`src/rtl/jt89_pkg.sv`:
```
// Shared constants and types for the jt89 host-side write sequencer.
// Latch-byte layout, command bundle and PSG reset values.
package jt89_pkg;

  localparam logic KIND_TONE = 1'b0;
  localparam logic KIND_VOL  = 1'b1;

  localparam logic [1:0] CH_NOISE = 2'd3;

  localparam int LB_FLAG  = 7;
  localparam int LB_CH_HI = 6;
  localparam int LB_CH_LO = 5;
  localparam int LB_TYPE  = 4;

  localparam logic [3:0] VOL_RST   = 4'hF;
  localparam logic [9:0] TONE_RST  = 10'd0;
  localparam logic [2:0] CTRL3_RST = 3'b100;

  typedef struct packed {
    logic [1:0] ch;
    logic       kind;
    logic [9:0] val;
  } cmd_t;

  function automatic logic [7:0] latch_byte(
    input logic [1:0] ch,
    input logic       typ,
    input logic [3:0] data
  );
    logic [7:0] b;
    b                    = '0;
    b[LB_FLAG]           = 1'b1;
    b[LB_CH_HI:LB_CH_LO] = ch;
    b[LB_TYPE]           = typ;
    b[3:0]               = data;
    return b;
  endfunction

endpackage

```
`src/rtl/jt89_cmd_fifo.sv`:
```
// Command FIFO for the jt89 write sequencer.
// Power-of-two depth, occupancy counter, async reset.
module jt89_cmd_fifo
  import jt89_pkg::*;
#(
  parameter int DEPTH = 4
) (
  input  logic clk,
  input  logic rst,
  input  logic push,
  input  logic pop,
  input  cmd_t wdata,
  output cmd_t rdata,
  output logic full,
  output logic empty
);

  localparam int AW = $clog2(DEPTH);

  cmd_t          mem [DEPTH];
  logic [AW-1:0] wp;
  logic [AW-1:0] rp;
  logic [AW:0]   cnt;
  logic          do_push;
  logic          do_pop;

  assign full    = cnt == (AW+1)'(DEPTH);
  assign empty   = cnt == '0;
  assign rdata   = mem[rp];
  assign do_push = push && !full;
  assign do_pop  = pop && !empty;

  // storage array, written at the tail
  always_ff @(posedge clk) begin
    if (do_push) mem[wp] <= wdata;
  end

  // pointers wrap naturally; count tracks occupancy
  always_ff @(posedge clk or posedge rst) begin
    if (rst) begin
      wp  <= '0;
      rp  <= '0;
      cnt <= '0;
    end else begin
      if (do_push) wp <= wp + 1'b1;
      if (do_pop)  rp <= rp + 1'b1;
      case ({do_push, do_pop})
        2'b10:   cnt <= cnt + 1'b1;
        2'b01:   cnt <= cnt - 1'b1;
        default: cnt <= cnt;
      endcase
    end
  end

endmodule

```
`src/rtl/jt89_wrseq.sv`:
```
// Host-side write sequencer driving the jt89 wr_n/din port.
// Encodes channel commands into SN76489 bytes, one clk_en edge each.
module jt89_wrseq
  import jt89_pkg::*;
#(
  parameter int FIFO_DEPTH = 4,
  parameter int GAP        = 1,
  parameter int SKIP_DUP   = 1
) (
  input  logic       clk,
  input  logic       rst,
  input  logic       clk_en,
  input  logic       cmd_valid,
  output logic       cmd_ready,
  input  logic [1:0] cmd_ch,
  input  logic       cmd_kind,
  input  logic [9:0] cmd_val,
  output logic       wr_n,
  output logic [7:0] din,
  output logic       busy
);

  localparam logic [1:0] ST_IDLE   = 2'd0;
  localparam logic [1:0] ST_DECODE = 2'd1;
  localparam logic [1:0] ST_STROBE = 2'd2;
  localparam logic [1:0] ST_GAP    = 2'd3;

  localparam int GW = (GAP > 1) ? $clog2(GAP) : 1;
  localparam logic [GW-1:0] GAP_LOAD = GW'(GAP - 1);
  localparam bit SKIP = (SKIP_DUP != 0);

  logic [1:0]    st;
  cmd_t          fifo_in;
  cmd_t          fifo_out;
  cmd_t          cq;
  logic          full;
  logic          empty;
  logic          push;
  logic          pop;
  logic [GW-1:0] gcnt;
  logic [7:0]    dt_q;
  logic          more;
  logic [3:0]    vol_sh [4];
  logic [9:0]    tone_sh [3];
  logic [9:0]    tone_cur;
  logic [7:0]    lt;
  logic [7:0]    dt;
  logic [1:0]    nb;

  assign fifo_in   = {cmd_ch, cmd_kind, cmd_val};
  assign push      = cmd_valid && !full;
  assign pop       = (st == ST_IDLE) && !empty;
  assign cmd_ready = !full;
  assign busy      = !empty || (st != ST_IDLE);

  jt89_cmd_fifo #(
    .DEPTH (FIFO_DEPTH)
  ) u_fifo (
    .clk   (clk),
    .rst   (rst),
    .push  (push),
    .pop   (pop),
    .wdata (fifo_in),
    .rdata (fifo_out),
    .full  (full),
    .empty (empty)
  );

  // shadow of the tone period for the channel being decoded
  always_comb begin
    case (cq.ch)
      2'd0:    tone_cur = tone_sh[0];
      2'd1:    tone_cur = tone_sh[1];
      2'd2:    tone_cur = tone_sh[2];
      default: tone_cur = TONE_RST;
    endcase
  end

  // byte list for the held command; noise ctrl is never suppressed
  // because writing it restarts the noise LFSR
  always_comb begin
    lt = '0;
    dt = '0;
    nb = 2'd0;
    if (cq.kind == KIND_VOL) begin
      lt = latch_byte(cq.ch, 1'b1, cq.val[3:0]);
      if (SKIP && vol_sh[cq.ch] == cq.val[3:0]) nb = 2'd0;
      else nb = 2'd1;
    end else if (cq.ch == CH_NOISE) begin
      lt = latch_byte(CH_NOISE, 1'b0, {1'b0, cq.val[2:0]});
      nb = 2'd1;
    end else begin
      lt = latch_byte(cq.ch, 1'b0, cq.val[3:0]);
      dt = {2'b00, cq.val[9:4]};
      if (SKIP && tone_cur == cq.val) nb = 2'd0;
      else if (SKIP && tone_cur[9:4] == cq.val[9:4]) nb = 2'd1;
      else nb = 2'd2;
    end
  end

  // sequencer: pop, decode, strobe each byte on one clk_en edge, gap
  always_ff @(posedge clk or posedge rst) begin
    if (rst) begin
      st   <= ST_IDLE;
      cq   <= '0;
      wr_n <= 1'b1;
      din  <= '0;
      gcnt <= '0;
      dt_q <= '0;
      more <= 1'b0;
      for (int i = 0; i < 4; i++) vol_sh[i] <= VOL_RST;
      for (int i = 0; i < 3; i++) tone_sh[i] <= TONE_RST;
    end else begin
      case (st)
        ST_IDLE: begin
          if (!empty) begin
            cq <= fifo_out;
            st <= ST_DECODE;
          end
        end
        ST_DECODE: begin
          if (nb == 2'd0) begin
            st <= ST_IDLE;
          end else begin
            din  <= lt;
            wr_n <= 1'b0;
            dt_q <= dt;
            more <= (nb == 2'd2);
            st   <= ST_STROBE;
          end
        end
        ST_STROBE: begin
          if (clk_en) begin
            wr_n <= 1'b1;
            gcnt <= GAP_LOAD;
            st   <= ST_GAP;
            if (!more) begin
              if (cq.kind == KIND_VOL) vol_sh[cq.ch] <= cq.val[3:0];
              else if (cq.ch != CH_NOISE) tone_sh[cq.ch] <= cq.val;
            end
          end
        end
        default: begin
          if (clk_en) begin
            if (gcnt == '0) begin
              if (more) begin
                din  <= dt_q;
                wr_n <= 1'b0;
                more <= 1'b0;
                st   <= ST_STROBE;
              end else begin
                st <= ST_IDLE;
              end
            end else begin
              gcnt <= gcnt - 1'b1;
            end
          end
        end
      endcase
    end
  end

endmodule

```
`config.mk`:
```
export PLATFORM = sky130hd
export DESIGN_NAME = jt89_wrseq
export DESIGN_NICKNAME = d
export VERILOG_FILES = /design/src/rtl/jt89_pkg.sv /design/src/rtl/jt89_cmd_fifo.sv /design/src/rtl/jt89_wrseq.sv
export SDC_FILE = /design/constraint.sdc
export NUM_CORES = 1
export LEC_CHECK = 0
export ABC_CLOCK_PERIOD_IN_PS = 4200
export CORE_MARGIN = 2
export CORE_UTILIZATION = 45
export CTS_CLUSTER_DIAMETER = 30
export DETAILED_ROUTE_END_ITERATION = 10
export PLACE_DENSITY = 0.73
export SETUP_SLACK_MARGIN = 0.5
export SLEW_MARGIN = 20
export SYNTH_ARGS = -nofsm -noshare
export SYNTH_HDL_FRONTEND = slang
export SYNTH_SLANG_ARGS = --single-unit
```
`constraint.sdc`:
```
create_clock -name clk -period 4.2 [get_ports clk]
set_input_delay 0.42 -clock clk [delete_from_list [all_inputs] [get_ports clk]]
set_output_delay 0.42 -clock clk [all_outputs]
set_load 0.01 [all_outputs]
```
==> flow_summary.yaml <==
layout:
  multi_input_area_sq_um: 2180
  final_area_sq_um: 7020
  final_util_pct: 52.8
  drive_gt1_share_pct: 29.0
  layout.nets: 476
  antenna_cells: 0
  final.fill_count: 1071
  ff_latch_area_sq_um: 3680
  final_cells: 642
  area_growth_pct: 14.4
yosys:
  yosysTopAreaCell: "dfrtp_1"
  synth_nets: 449
  synth.cell_area_sq_um: 6130
  syn_area_per_cell_sq_um: 14.4
  yosysWarnings: 0
  yosysUniqueCellTypes: 52
  synth_seq_area_share_pct: 60.1
  synth_edf_count: 52
  synth_top_area_share_pct: 27.3
  async_reset_ff_share_pct: 61.8
  synth_seq_cells: 136
  synthFlopType: "dfrtp_1"
  netlist_instances: 426
  yosys-top-cells-area: "dfrtp_1, edfxtp_1, mux2_2"
pwr:
  p_sw_share_pct: 33.8
  p_switching_mw: 1.82
  seqPwrFrac_pct: 44.6
  combPwrFrac_pct: 30.3
  internal-power_mw: 3.56
  p_total_mw: 5.38
  p_per_area_nw_per_um2: 766
  power_frac_clock_pct: 25.2
  leakage_nw: 2.76
  ir_worst_vdd_v: 0.000373
global_routing:
  grt.total_usage_pct: 16.9
  antenna_found_initial: 0
  grt_start_max_net_pins: 62
  grt_pass1_vias: 3578
  grt.overflow.total: 0
  grt_pass1_wl_microns: 18800
drt:
  routedWlPerCell_microns: 17.6
  vias: 3453
  drcViolationCount: 0
  first_iter_violations: 228
  wl_microns: 11300
  postRouteAntennaNets: 0
  viasPerCell: 5.38
  dr.pass1.iters: 5
clocking:
  ctsResizeCount: 0
  cts-buffers-inserted: 17
  clock_sinks: 136
  cts_max_path_buffers: 2
  cts_tree: "built"
  cts_setup_buffers: 0
  htree_levels: 4
  clkTransAtPathRegs_ns: 0.06
  clkLatencyLatePin_ns: 0.41
  cts_root_buffer: "clkbuf_16"
  postCtsHoldBufs: 0
min_path:
  hp-class: "input pin to async pin"
place:
  gp_congestion: 0.811
  place_area_sq_um: 6470
  dp_hpwl_microns: 7420
  dp_cells: 610
  port_buffers: 27
  pre_cts_ws_ns: 1.21
sta:
  worst_pin_slew_ns: 0.900
  period_needed_ns: 3.01
  fmax_ghz: 0.332
  holdWs_ns: 0.483
  hold_violations: 0
  relSlewSlack_pct: 40.0
  setup_viol: 0
  rsz0062_at_grt: "no"
  fin_skew_ns: 0.00976
  post-route-period-util_pct: 71.8
  slew_viol_final: 0
  timing.setup.tns_ns: 0
  worst_slack_ns: 1.19
setup_path:
  critPathArrivalTime_ns: 3.34
  crit_path_start_kind: "flip-flop"
  path_class: "flip-flop to flip-flop"
  required_ns: 4.52
  crit_path_end_kind: "flip-flop"
  cp_max_fo: 22
die:
  die_area_sq_um: 14600
  num_rows: 42
  core_sq_um: 13300
  initial_core_util_pct: 46.1
  die_h_microns: 121
  io_pins: 28
  fp.dieW_microns: 121
run:
  cap_violations: 0
outcome:
  run_status: "finished clean"
kinds of logic after synthesis:
group | synth area share [%]
DFF | 60.1
muxes | 19.6
and+or+nand+nor | 6.45
AOI/OAI and AO/OA | 6.16
buffers and inverters | 4.53
xor gates and xnor gates | 1.86
adders and majority gates | 1.35
power groups by stage:
stage | logic [mW] | registers, mW | clock network (mW)
6_report | 1.63 | 2.39 | 1.35
5_1_grt | 1.79 | 2.47 | 1.43
4_1_cts | 1.65 | 2.40 | 1.38
3_5_place_dp | 1.64 | 2.42 | 0
3_3_place_gp | 1.57 | 2.39 | 0
2_1_floorplan | 1.52 | 2.12 | 0
cells in the final DEF (no fill, tap or decap), drive strengths merged, types with 3 or more instances in the layout:
cell type	synthesis	final
a21oi	4	4
and3	4	4
buf	13	4
clkbuf	6	18
clkdlybuf4s50	0	27
clkinv	0	4
clkinvlp	0	3
dfrtp	67	67
dfstp	17	17
edfxtp	52	52
ha	5	5
inv	24	31
mux2	56	56
mux2i	20	20
mux4	16	16
nand2	41	41
nand2b	3	3
nand3	5	5
nand3b	5	5
nor2	5	5
nor2b	5	5
o211ai	3	3
o21ai	26	26
o221a	4	4
o22ai	3	3
o32ai	4	4
xnor2	9	9
xor2	4	4
worst max-delay path: stages, from the launching register on:
cell and delay, ns:
dfrtp_1 0.93, mux4_1 0.67, xnor2_1 0.14, o2111ai_1 0.17, o41ai_2 0.20, o22ai_2 0.52, mux2i_1 0.29
final timing paths:
path / start / endpoint / slack (ns) / cells after the start
min in group clk: tone_sh[15]$_DFFE_PP0P_ / tone_sh[15]$_DFFE_PP0P_ / 0.48 / 2
hold / removal: rst / u_fifo.wp[1]$_DFFE_PP0P_ / 0.48 / 2
max in group asynchronous: rst / tone_sh[9]$_DFFE_PP0P_ / 2.87 / 3
setup / recovery: cq[11]$_DFFE_PP0P_ / dt_q[0]$_DFFE_PP0P_ / 1.19 / 6
setup reg to reg: cq[11]$_DFFE_PP0P_ / dt_q[0]$_DFFE_PP0P_ / 1.19 / 6
hold reg to reg: tone_sh[15]$_DFFE_PP0P_ / tone_sh[15]$_DFFE_PP0P_ / 0.48 / 2
Yosys cell counts, types with 5 or more instances:
cell type / number
nand3_1: 5
inv_1: 24
mux2i_1: 20
dfrtp_1: 67
buf_2: 5
edfxtp_1: 52
ha_1: 5
nand3b_1: 5
clkbuf_1: 5
nor2_1: 5
nor2b_1: 5
xnor2_1: 9
dfstp_2: 17
mux4_2: 13
o21ai_0: 26
nand2_1: 41
mux2_2: 56
registers in the layout (all words and copies together) (netlist names), 3 cells and up:
name        cells
vol_sh         16
tone_sh        30
cq             13
din             8
u_fifo.mem     52
u_fifo.cnt      3
dt_q            6
routing by layer:
metal	track usage [%]	routed length, microns	vias up
li1	-	-	1610
met1	22.2	5010	1771
met2	27.6	5720	61
met3	4.25	447	11
met4	5.52	106	0
met5	0	0	-
area by class of cell:
class	count	area share [%]
clock buffer	18	6.12
clock inverter	14	1.60
inverter	24	1.32
multi-input combinational	243	31.0
sequential	136	52.5
tap	176	3.14
timing repair buffer	31	4.28
Note: power is estimated with default switching activity, not from simulation.
